**config.mk**
```make
export PLATFORM = sky130hd
export DESIGN_NAME = ra_stack_flat
export DESIGN_NICKNAME = d
export VERILOG_FILES = /design/src/rtl/ra_stack_if.sv /design/src/rtl/ra_stack.sv /design/src/flat_wrapper.sv
export SDC_FILE = /design/constraint.sdc
export NUM_CORES = 1
export LEC_CHECK = 0
export CORE_ASPECT_RATIO = 1.5
export CORE_MARGIN = 5
export CORE_UTILIZATION = 34
export CTS_BUF_LIST = sky130_fd_sc_hd__clkbuf_8
export DETAILED_ROUTE_END_ITERATION = 10
export HOLD_SLACK_MARGIN = 0.12
export PLACE_DENSITY = 0.6
export SLEW_MARGIN = 10
export SYNTH_ARGS = -nofsm -noshare
export SYNTH_HDL_FRONTEND = slang
export SYNTH_SLANG_ARGS = --single-unit
```
**constraint.sdc**
```tcl
create_clock -name clk -period 8.55 [get_ports clk]
set_input_delay 1.71 -clock clk [delete_from_list [all_inputs] [get_ports clk]]
set_output_delay 1.71 -clock clk [all_outputs]
set_load 0.02 [all_outputs]
```
**src/rtl/ra_stack_if.sv**
```systemverilog
// Control-side bundle for the return-address stack: call/return strobes in,
// top-of-stack, popped address and occupancy/error status out.
interface ra_stack_if #(
    parameter int WIDTH = 16,
    parameter int CW    = 4
);
    logic             push;
    logic             pop;
    logic [WIDTH-1:0] push_addr;
    logic             clr_err;
    logic [WIDTH-1:0] top_out;
    logic [WIDTH-1:0] pop_addr;
    logic             pop_valid;
    logic [CW-1:0]    count;
    logic             empty;
    logic             full;
    logic             overflow;
    logic             underflow;

    modport master (
        output push, pop, push_addr, clr_err,
        input  top_out, pop_addr, pop_valid, count, empty, full, overflow, underflow
    );

    modport slave (
        input  push, pop, push_addr, clr_err,
        output top_out, pop_addr, pop_valid, count, empty, full, overflow, underflow
    );
endinterface

```
**src/rtl/ra_stack.sv**
```systemverilog
// Hardware return-address stack: calls push the return address, returns pop it
// into a registered restore value (pop_addr/pop_valid) for the PC write mux.
module ra_stack #(
    parameter int WIDTH = 16,
    parameter int DEPTH = 8,
    parameter int CW    = 4
) (
    input  logic      clk,
    input  logic      rst,
    ra_stack_if.slave bus
);
    localparam int AW = $clog2(DEPTH);

    logic [WIDTH-1:0] mem [DEPTH];
    logic [CW-1:0]    count;
    logic [WIDTH-1:0] pop_addr;
    logic             pop_valid;
    logic             overflow;
    logic             underflow;

    logic             empty;
    logic             full;
    logic [AW-1:0]    top_idx;
    logic [AW-1:0]    wr_idx;
    logic             replace;
    logic             push_only;
    logic             pop_only;
    logic             pop_ok;
    logic             wr_en;
    logic             ovf_evt;
    logic             udf_evt;

    assign empty = (count == '0);
    assign full  = (count == CW'(DEPTH));

    // Low bits of count minus one still address the top entry when count == DEPTH.
    assign top_idx = count[AW-1:0] - AW'(1);

    // Push+pop on an empty stack degrades to a plain push (with underflow flagged).
    assign replace   = bus.push && bus.pop && !empty;
    assign push_only = bus.push && (!bus.pop || empty);
    assign pop_only  = bus.pop && !bus.push && !empty;
    assign pop_ok    = bus.pop && !empty;

    assign wr_en   = replace || (push_only && !full);
    assign wr_idx  = replace ? top_idx : count[AW-1:0];
    assign ovf_evt = push_only && full;
    assign udf_evt = bus.pop && empty;

    // Storage has no reset: entries above the pointer are never observed.
    always_ff @(posedge clk) begin
        if (!rst && wr_en) begin
            mem[wr_idx] <= bus.push_addr;
        end
    end

    always_ff @(posedge clk) begin
        if (rst) begin
            count <= '0;
        end else if (push_only && !full) begin
            count <= count + CW'(1);
        end else if (pop_only) begin
            count <= count - CW'(1);
        end
    end

    always_ff @(posedge clk) begin
        if (rst) begin
            pop_addr  <= '0;
            pop_valid <= 1'b0;
        end else begin
            pop_valid <= pop_ok;
            if (pop_ok) begin
                pop_addr <= mem[top_idx];
            end
        end
    end

    // A new error event in the same cycle as clr_err keeps the flag set.
    always_ff @(posedge clk) begin
        if (rst) begin
            overflow  <= 1'b0;
            underflow <= 1'b0;
        end else begin
            if (ovf_evt) begin
                overflow <= 1'b1;
            end else if (bus.clr_err) begin
                overflow <= 1'b0;
            end
            if (udf_evt) begin
                underflow <= 1'b1;
            end else if (bus.clr_err) begin
                underflow <= 1'b0;
            end
        end
    end

    assign bus.top_out   = empty ? '0 : mem[top_idx];
    assign bus.pop_addr  = pop_addr;
    assign bus.pop_valid = pop_valid;
    assign bus.count     = count;
    assign bus.empty     = empty;
    assign bus.full      = full;
    assign bus.overflow  = overflow;
    assign bus.underflow = underflow;
endmodule
```
**src/flat_wrapper.sv**
```systemverilog
// flat-port wrapper written by rule: the top's interface ports become plain ports
module ra_stack_flat 
#(
    parameter int WIDTH = 16,
    parameter int DEPTH = 8,
    parameter int CW    = 4
)
  (clk, rst, bus_push, bus_pop, bus_push_addr, bus_clr_err, bus_top_out, bus_pop_addr, bus_pop_valid, bus_count, bus_empty, bus_full, bus_overflow, bus_underflow);
  ra_stack_if #(.WIDTH(WIDTH), .CW(CW)) bus_i ();
  input  logic clk;
  input  logic rst;
  input wire logic [$bits(bus_i.push)-1:0] bus_push;
  input wire logic [$bits(bus_i.pop)-1:0] bus_pop;
  input wire logic [$bits(bus_i.push_addr)-1:0] bus_push_addr;
  input wire logic [$bits(bus_i.clr_err)-1:0] bus_clr_err;
  output wire logic [$bits(bus_i.top_out)-1:0] bus_top_out;
  output wire logic [$bits(bus_i.pop_addr)-1:0] bus_pop_addr;
  output wire logic [$bits(bus_i.pop_valid)-1:0] bus_pop_valid;
  output wire logic [$bits(bus_i.count)-1:0] bus_count;
  output wire logic [$bits(bus_i.empty)-1:0] bus_empty;
  output wire logic [$bits(bus_i.full)-1:0] bus_full;
  output wire logic [$bits(bus_i.overflow)-1:0] bus_overflow;
  output wire logic [$bits(bus_i.underflow)-1:0] bus_underflow;
  assign bus_i.push = bus_push;
  assign bus_i.pop = bus_pop;
  assign bus_i.push_addr = bus_push_addr;
  assign bus_i.clr_err = bus_clr_err;
  assign bus_top_out = bus_i.top_out;
  assign bus_pop_addr = bus_i.pop_addr;
  assign bus_pop_valid = bus_i.pop_valid;
  assign bus_count = bus_i.count;
  assign bus_empty = bus_i.empty;
  assign bus_full = bus_i.full;
  assign bus_overflow = bus_i.overflow;
  assign bus_underflow = bus_i.underflow;
  ra_stack #(.WIDTH(WIDTH), .DEPTH(DEPTH), .CW(CW)) u_core (.clk(clk), .rst(rst), .bus(bus_i));
endmodule
```
==> impl_results.md, run 1 <==
* Die width at 119 um
* DR top layer: met4
* Unrepaired setup endpoints after global routing: no
* Pre-antenna DRT Iters at 4
* Resized cells post-CTS at 0
* Hold depth at 2
* Syn_area_per_cell at 16.9 um2
* WHS Endpoint: u_core.bus.overflow$_SDFFE_PP0P_
* IO Count at 62
* Post-route ant nets at 0
* Post-Syn Area at 6110 um2
* Pwr dens at ~360 nW/um2
* CTS Buf Count at 17
* Fmax achieved at a little under 200 MHz
* Setup WS pre-CTS at between 3 and 4 ns
* Asr flop ratio synth at 0
* Setup bufs post-CTS at 0
* DP HPWL at ~8.3 mm
* Metal-1 WL at 5.36 mm
* # DRC at 0
* CTS tree: done
* Fin. Hold Viols at 0
* Die span in y at approximately 170 um
* WL/cell at ~21 um
* Final WS setup at about 3.5 ns
* CTS Buffer Depth at 2
* FF-to-FF Start: u_core.bus.count[1]$_SDFFE_PP0P_
* First-pass GRT wire length at 21.3 mm
* Sequential fraction of the synthesis area at 0.704
* Clock transition at the registers of the reported paths at roughly 0.090 ns
* Post-route minimum period at about 5 ns
* Nets@finish at roughly 460
* Pwr Total at 0.00261 W
* Port bufs at between 60 and 70
* Initial core utilization at 0.344
* Ys flop type: edfxtp_1
* Netlist cell types at between 40 and 50
* Antenna violations before repair at 0
* Outcome: finished clean
* Clock Latency Late Sink at between 0.4 and 0.5 ns
* CP Capture Type: output port
* Post-route cell area at 7340 um2
* Syn Nets at between 300 and 400
* Met2 WL at roughly 7.6 mm
* Max capacitance violation total at 0
* Worst path arrival time at 3.33 ns
* Antenna Cells at 0
* Post-Layout Cell Count at about 660
* Hold_sp: u_core.bus.overflow$_SDFFE_PP0P_
* Share of layout cells above drive strength 1 at 0.180
* Endpoints failing setup at 0
* Max-slew headroom at 0.241
* Vias in the first global route at 3,651
* Post-route clock period utilization at 0.589
* Final TNS setup at 0 ns
* Post-synth EDFFs at between 100 and 150
* Initial DRC Count at between 300 and 400
* Inst Count DP at around 630
* Crit path max fanout at 36
* R2R Setup Slk at just under 6 ns
* Hold Path Class: reg -> reg
* Max VDD drop at ~0.00011 V
* FF-to-FF End: u_core.bus.pop_addr[2]$_SDFFE_PP0P_
* Via density at 5.23
* CTS H-tree lvls at 4
* Fillers at around 1.6k
* Cells after Synth at 361
* Clock sinks at between 150 and 200
* Largest net degree at the start of global routing at 42
* Die ar. at ~21,000 um2
* Hold buffer count at cts at 0
* Total GRT Usage at 0.137
* Wire length on met3 at ~700 um
* Critical path class: reg -> out
* Critical Path Start Type: flip-flop
* Area of the core at roughly 18,000 um2
* Ys Warns at 0
* Final Slew Violations at 0
* Worst clock skew at approximately 0.014 ns
* CTS root buf: clkbuf_8
* Required time of the critical path at approximately 7 ns
* Synthesis-to-layout area growth at 20.1%
* Site row count at 60
* Placed instance area at roughly 7000 um2
* RePlAce Congestion at ~0.73
* Worst slew pin tran at ~1.1 ns
* Reg2reg path depth at 6
* Final WL at ~14 mm
* FF+latch count, synth at around 150
* Total global routing overflow at 0
* Vias post-DR at around 3.5k
* LEAKAGE at roughly 2.4 nW
==> power breakdown <==
| part | switching, W | leakage [nW] | internal (W) | total, W |
|---|---|---|---|---|
| logic | 0.000648 | 0.856 | 0.000516 | 0.00116 |
| registers | 0.0000475 | 1.34 | 0.000897 | 0.000945 |
| clock network | 0.000290 | 0.186 | 0.000213 | 0.000503 |
| total | 0.000986 | 2.39 | 0.00163 | 0.00261 |
==> Yosys cell counts, types with 2 or more instances <==
library cell / instances / area, um2
a22oi_1: 2 / 15.0
clkbuf_1: 8 / 30.0
nand2b_1: 5 / 31.3
a21oi_1: 20 / 100
nor2_1: 16 / 60.1
o2111ai_1: 2 / 17.5
nor2b_1: 3 / 18.8
nand4b_1: 2 / 17.5
and2_0: 11 / 68.8
nand2_1: 36 / 135
mux4_2: 32 / 721
a221o_1: 16 / 160
dfxtp_1: 23 / 460
edfxtp_1: 128 / 3840
buf_2: 10 / 50.1
ha_1: 3 / 37.5
and2_1: 8 / 50.1
inv_1: 4 / 15.0
mux2i_1: 2 / 20.0
xnor2_1: 2 / 17.5
==> per-stage QoR <==
stage                     hold slack, ns   util
final                              0.485  0.413
after detailed placement           0.478  0.392
after global placement             0.469  0.392
after floorplan                    0.543      -
after CTS                          0.494  0.413
after global routing               0.512  0.413
==> how the worst max path moves through the flow <==
stage | startpoint | end | slack [ns] | cells after the start
finish | u_core.bus.count[1]$_SDFFE_PP0P_ | bus_top_out[8] | 3.51 | 6
global route | u_core.bus.count[1]$_SDFFE_PP0P_ | bus_top_out[8] | 3.27 | 7
CTS | u_core.bus.count[1]$_SDFFE_PP0P_ | bus_top_out[15] | 3.43 | 6
floorplan | u_core.bus.count[0]$_SDFFE_PP0P_ | bus_top_out[0] | 4.48 | 8
detailed placement | u_core.bus.count[1]$_SDFFE_PP0P_ | bus_top_out[15] | 3.92 | 6
global placement | u_core.bus.count[1]$_SDFFE_PP0P_ | bus_top_out[8] | 3.97 | 6
==> worst max-delay path, stage by stage (launching register included) <==
cell             delay (ns)
dfxtp_1                0.44
inv_1                  0.12
ha_2                   0.96
mux4_2                 0.37
nand2_1                0.06
a21oi_1                0.26
clkdlybuf4s50_1        0.67
==> final cells by class <==
type	count	area, um2	share of cell area
clock buffer	17	234	0.0319
clock inverter	15	131	0.0179
inverter	5	18.8	0.00256
multi-input combinational	185	1690	0.231
sequential	151	4310	0.587
tap	217	272	0.0370
timing repair buffer	71	686	0.0934
==> registers in the layout, summed over array words and instances, names as in the netlist <==
| signal | cells |
|---|---|
| u_core.bus.overflow | 1 |
| u_core.bus.count | 4 |
| u_core.bus.underflow | 1 |
| u_core.mem | 128 |
| u_core.bus.pop_addr | 16 |
| u_core.bus.pop_valid | 1 |
==> routing by layer <==
| layer | global-route usage | up-vias |
|---|---|---|
| met5 | 0 | - |
| met4 | 0.0483 | 0 |
| met3 | 0.0329 | 10 |
| met2 | 0.250 | 92 |
| met1 | 0.154 | 1788 |
| li1 | - | 1564 |
==> placed cells by master, fill, tap and decap left out, types with 3 or more instances in the layout <==
cell and count:
edfxtp_1 128, clkdlybuf4s50_1 61, nand2_1 36, mux4_2 32, dfxtp_1 22, a21oi_1 20, clkbuf_8 17, nor2_1 16
a221o_1 16, and2_0 11, buf_4 10, and2_1 8, inv_6 6, nand2b_1 5, inv_1 4, inv_8 4
nor2b_1 3
==> logic make-up after synthesis <==
| group | count (synthesis) | synth area share |
|---|---|---|
| buffers and inverters | 25 | 0.0192 |
| AO/OA/AOI/OAI | 53 | 0.0649 |
| multiplexers | 35 | 0.123 |
| flip-flops | 151 | 0.704 |
| adder cells (fa/ha/maj) | 4 | 0.00942 |
| XOR/XNOR | 3 | 0.00553 |
| AND/OR/NAND/NOR | 90 | 0.0737 |
No activity file was read; power rests on OpenSTA's default activity.
==> run 2, diff against run 1 <==
--- a/config.mk
+++ b/config.mk
@@ -11,7 +11,7 @@
 export CTS_BUF_LIST = sky130_fd_sc_hd__clkbuf_8
 export DETAILED_ROUTE_END_ITERATION = 10
 export HOLD_SLACK_MARGIN = 0.12
-export PLACE_DENSITY = 0.6
+export PLACE_DENSITY = 0.62
 export SLEW_MARGIN = 10
 export SYNTH_ARGS = -nofsm -noshare
 export SYNTH_HDL_FRONTEND = slang
==> constraint.sdc (replaced) <==
create_clock -name clk -period 4.46 [get_ports clk]
set_input_delay 0.892 -clock clk [delete_from_list [all_inputs] [get_ports clk]]
set_output_delay 0.892 -clock clk [all_outputs]
set_load 0.02 [all_outputs]
==> impl_results.md, run 2 (synthesized netlist as in run 1, its figures left out) <==
* WL/cell at 20.9 um (about the same)
* DP HPWL at 8.56 mm (was 8.34 mm)
* DR top layer: met4 (unchanged)
* Synthesis-to-layout area growth at 20.9% (was 20.1%)
* Crit path max fanout at 10 (was 36)
* Cell Chain, Critical Path: inv_1 > ha_1 > nand2b_1 > and2_0 > buf_4 > nand2_1 > a21oi_1 > clkdlybuf4s50_1 (was inv_1 > ha_2 > mux4_2 > nand2_1 > a21oi_1 > clkdlybuf4s50_1)
* Vias in the first global route at 3,738 (was 3,651)
* FF-to-FF End: u_core.mem[7][5]$_DFFE_PP_ (was u_core.bus.pop_addr[2]$_SDFFE_PP0P_)
* Worst slew pin tran at 1.10 ns (was 1.14 ns)
* Largest net degree at the start of global routing at 42 (unchanged)
* Largest register FFs at 128 (unchanged)
* Clock sinks at 151 (unchanged)
* Unrepaired setup endpoints after global routing: no (unchanged)
* Critical Path Start Type: flip-flop (unchanged)
* Final Util at 0.415 (was 0.413)
* CP top delay family: buffers and inverters (was adder cells)
* Vias post-DR at 3,473 (was 3,454)
* Initial DRC Count at 224 (was 306)
* Post-route clock period utilization at 0.907
* CP Capture Type: output port (unchanged)
* Wire length on met3 at 714 um (was 703 um)
* RePlAce Congestion at 0.760 (was 0.731)
* Pre-antenna DRT Iters at 4 (unchanged)
* Initial core utilization at 0.344 (unchanged)
* CTS Buffer Depth at 2 (unchanged)
* Fin. Hold Viols at 0 (unchanged)
* Final Slew Violations at 0 (unchanged)
* Critical Path Max Stage Delay at 0.65 ns (was 0.96 ns)
* Max-slew headroom at 0.266 (was 0.241)
* Share of layout cells above drive strength 1 at 0.185 (was 0.180)
* Area of the core at 17,800 um2 (unchanged)
* Final TNS setup at 0 ns (unchanged)
* Most frequent cells in the layout: 128 x edfxtp_1, 61 x clkdlybuf4s50_1, 36 x nand2_1, 32 x mux4_2, 22 x dfxtp_1 (unchanged)
* R2R Setup Slk at 1.61 ns (was 5.80 ns)
* Endpoints failing setup at 0 (unchanged)
* Commonest non-fill, non-tap cell in the layout: edfxtp_1 (unchanged)
* Resized cells post-CTS at 0 (unchanged)
* Port bufs at 61 (unchanged)
* Antenna violations before repair at 0 (unchanged)
* Metal-1 WL at 5.49 mm (was 5.36 mm)
* Site row count at 60 (unchanged)
* Die ar. at 20,800 um2 (unchanged)
* # DRC at 0 (unchanged)
* Max VDD drop at 0.000252 V (was 0.000109 V)
* Total global routing overflow at 0 (unchanged)
* WHS Endpoint: u_core.bus.overflow$_SDFFE_PP0P_ (unchanged)
* Die width at 119 um (unchanged)
* Clock transition at the registers of the reported paths at 0.09 ns (about the same)
* Biggest register: u_core.mem (unchanged)
* Required time of the critical path at 3.57 ns (was 6.84 ns)
* Outcome: finished clean (unchanged)
* Clock Latency Late Sink at 0.44 ns (about the same)
* Pwr dens at 684 nW/um2 (was 356 nW/um2)
* Critical path class: reg -> out (unchanged)
* Final WL at 13.9 mm (was 13.8 mm)
* IO Count at 62 (unchanged)
* Via density at 5.22 (was 5.23)
* First-pass GRT wire length at 21.7 mm (was 21.3 mm)
* Post-route minimum period at 4.04 ns
* CTS tree: done (unchanged)
* CP Buf/Inv Count at 3 (was 2)
* Hold_sp: u_core.bus.overflow$_SDFFE_PP0P_ (unchanged)
* Multi-input logic area at 1690 um2 (about the same)
* Die span in y at 174 um (unchanged)
* Reg2reg path depth at 7 (was 6)
* Hold buffer count at cts at 0 (unchanged)
* Hold Path Class: reg -> reg (unchanged)
* CP max-delay cell: clkdlybuf4s50_1 (was ha_2)
* Hold depth at 2 (unchanged)
* Met2 WL at 7.47 mm (was 7.59 mm)
* CTS Buf Count at 17 (unchanged)
* Fillers at 1,589 (was 1,574)
* FF-to-FF Start: u_core.bus.count[1]$_SDFFE_PP0P_ (unchanged)
* CTS root buf: clkbuf_8 (unchanged)
* Antenna Cells at 0 (unchanged)
* Worst path arrival time at 3.15 ns (was 3.33 ns)
* LEAKAGE at 2.41 nW (was 2.39 nW)
* Worst clock skew at 0.0130 ns (was 0.0145 ns)
* Post-route ant nets at 0 (unchanged)
* Max capacitance violation total at 0 (unchanged)
* Total GRT Usage at 0.140 (was 0.137)
* Fmax achieved at between 200 and 250 MHz
* Setup bufs post-CTS at 0 (unchanged)
* Largest regs: u_core.mem: 128 flops, u_core.bus.pop_addr: 16 flops, u_core.bus.count: 4 flops (unchanged)
* Reg area at 4310 um2 (unchanged)
* CTS H-tree lvls at 4 (unchanged)
* Nets@finish at 460 (was 456)
run 2: power breakdown:
| group | leakage [nW] | total [W] | internal (W) | switching, W |
|---|---|---|---|---|
| Clock | 0.182 | 0.000973 | 0.000408 | 0.000565 |
| Combinational | 0.879 | 0.00226 | 0.00100 | 0.00126 |
| Sequential | 1.34 | 0.00182 | 0.00172 | 0.0000971 |
run 2: layout make-up:
cell class | count | area share
clock buffer | 17 | 0.0317
timing repair buffer | 75 | 0.0985
multi-input combinational | 185 | 0.229
tap | 217 | 0.0367
clock inverter | 15 | 0.0191
sequential | 151 | 0.583
inverter | 5 | 0.00254
run 2: how the worst max path moves through the flow:
stage                                startpoint              end  depth (start not counted)  slack, ns
2_1_floorplan  u_core.bus.count[0]$_SDFFE_PP0P_   bus_top_out[0]                          8       1.21
3_3_place_gp   u_core.bus.count[1]$_SDFFE_PP0P_  bus_top_out[12]                          7       1.02
3_5_place_dp   u_core.bus.count[1]$_SDFFE_PP0P_  bus_top_out[15]                          8       0.91
4_1_cts        u_core.bus.count[1]$_SDFFE_PP0P_  bus_top_out[15]                          8       0.40
5_1_grt        u_core.bus.count[1]$_SDFFE_PP0P_  bus_top_out[15]                          8       0.21
6_report       u_core.bus.count[1]$_SDFFE_PP0P_  bus_top_out[15]                          8       0.42
run 2: per-layer routing:
| metal | up-vias | track usage |
|---|---|---|
| met4 | 0 | 0.0540 |
| met3 | 16 | 0.0381 |
| met1 | 1782 | 0.164 |
| met5 | - | 0 |
| met2 | 104 | 0.244 |
| li1 | 1571 | - |
run 2: through the flow:
stage / instance area, um2 / cells / hold WS, ns / total power [W] / setup WS [ns]
detailed placement: 7010 / 633 / 0.469 / 0.00415 / 0.907
floorplan: 6110 / 361 / 0.543 / 0.00322 / 1.21
CTS: 7390 / 665 / 0.485 / 0.00512 / 0.404
global placement: 7010 / 633 / 0.466 / 0.00413 / 1.02
finish: 7390 / 665 / 0.478 / 0.00505 / 0.416
global route: 7390 / 665 / 0.508 / 0.00537 / 0.211
run 2: worst reg2reg max path, cell delays in order, from the launching register on:
cell and delay, ns:
dfxtp_1 0.38, inv_1 0.14, ha_1 0.30, or3b_1 0.44, and3_1 0.27, mux2i_1 0.16, nor2_1 0.62, buf_12 0.24
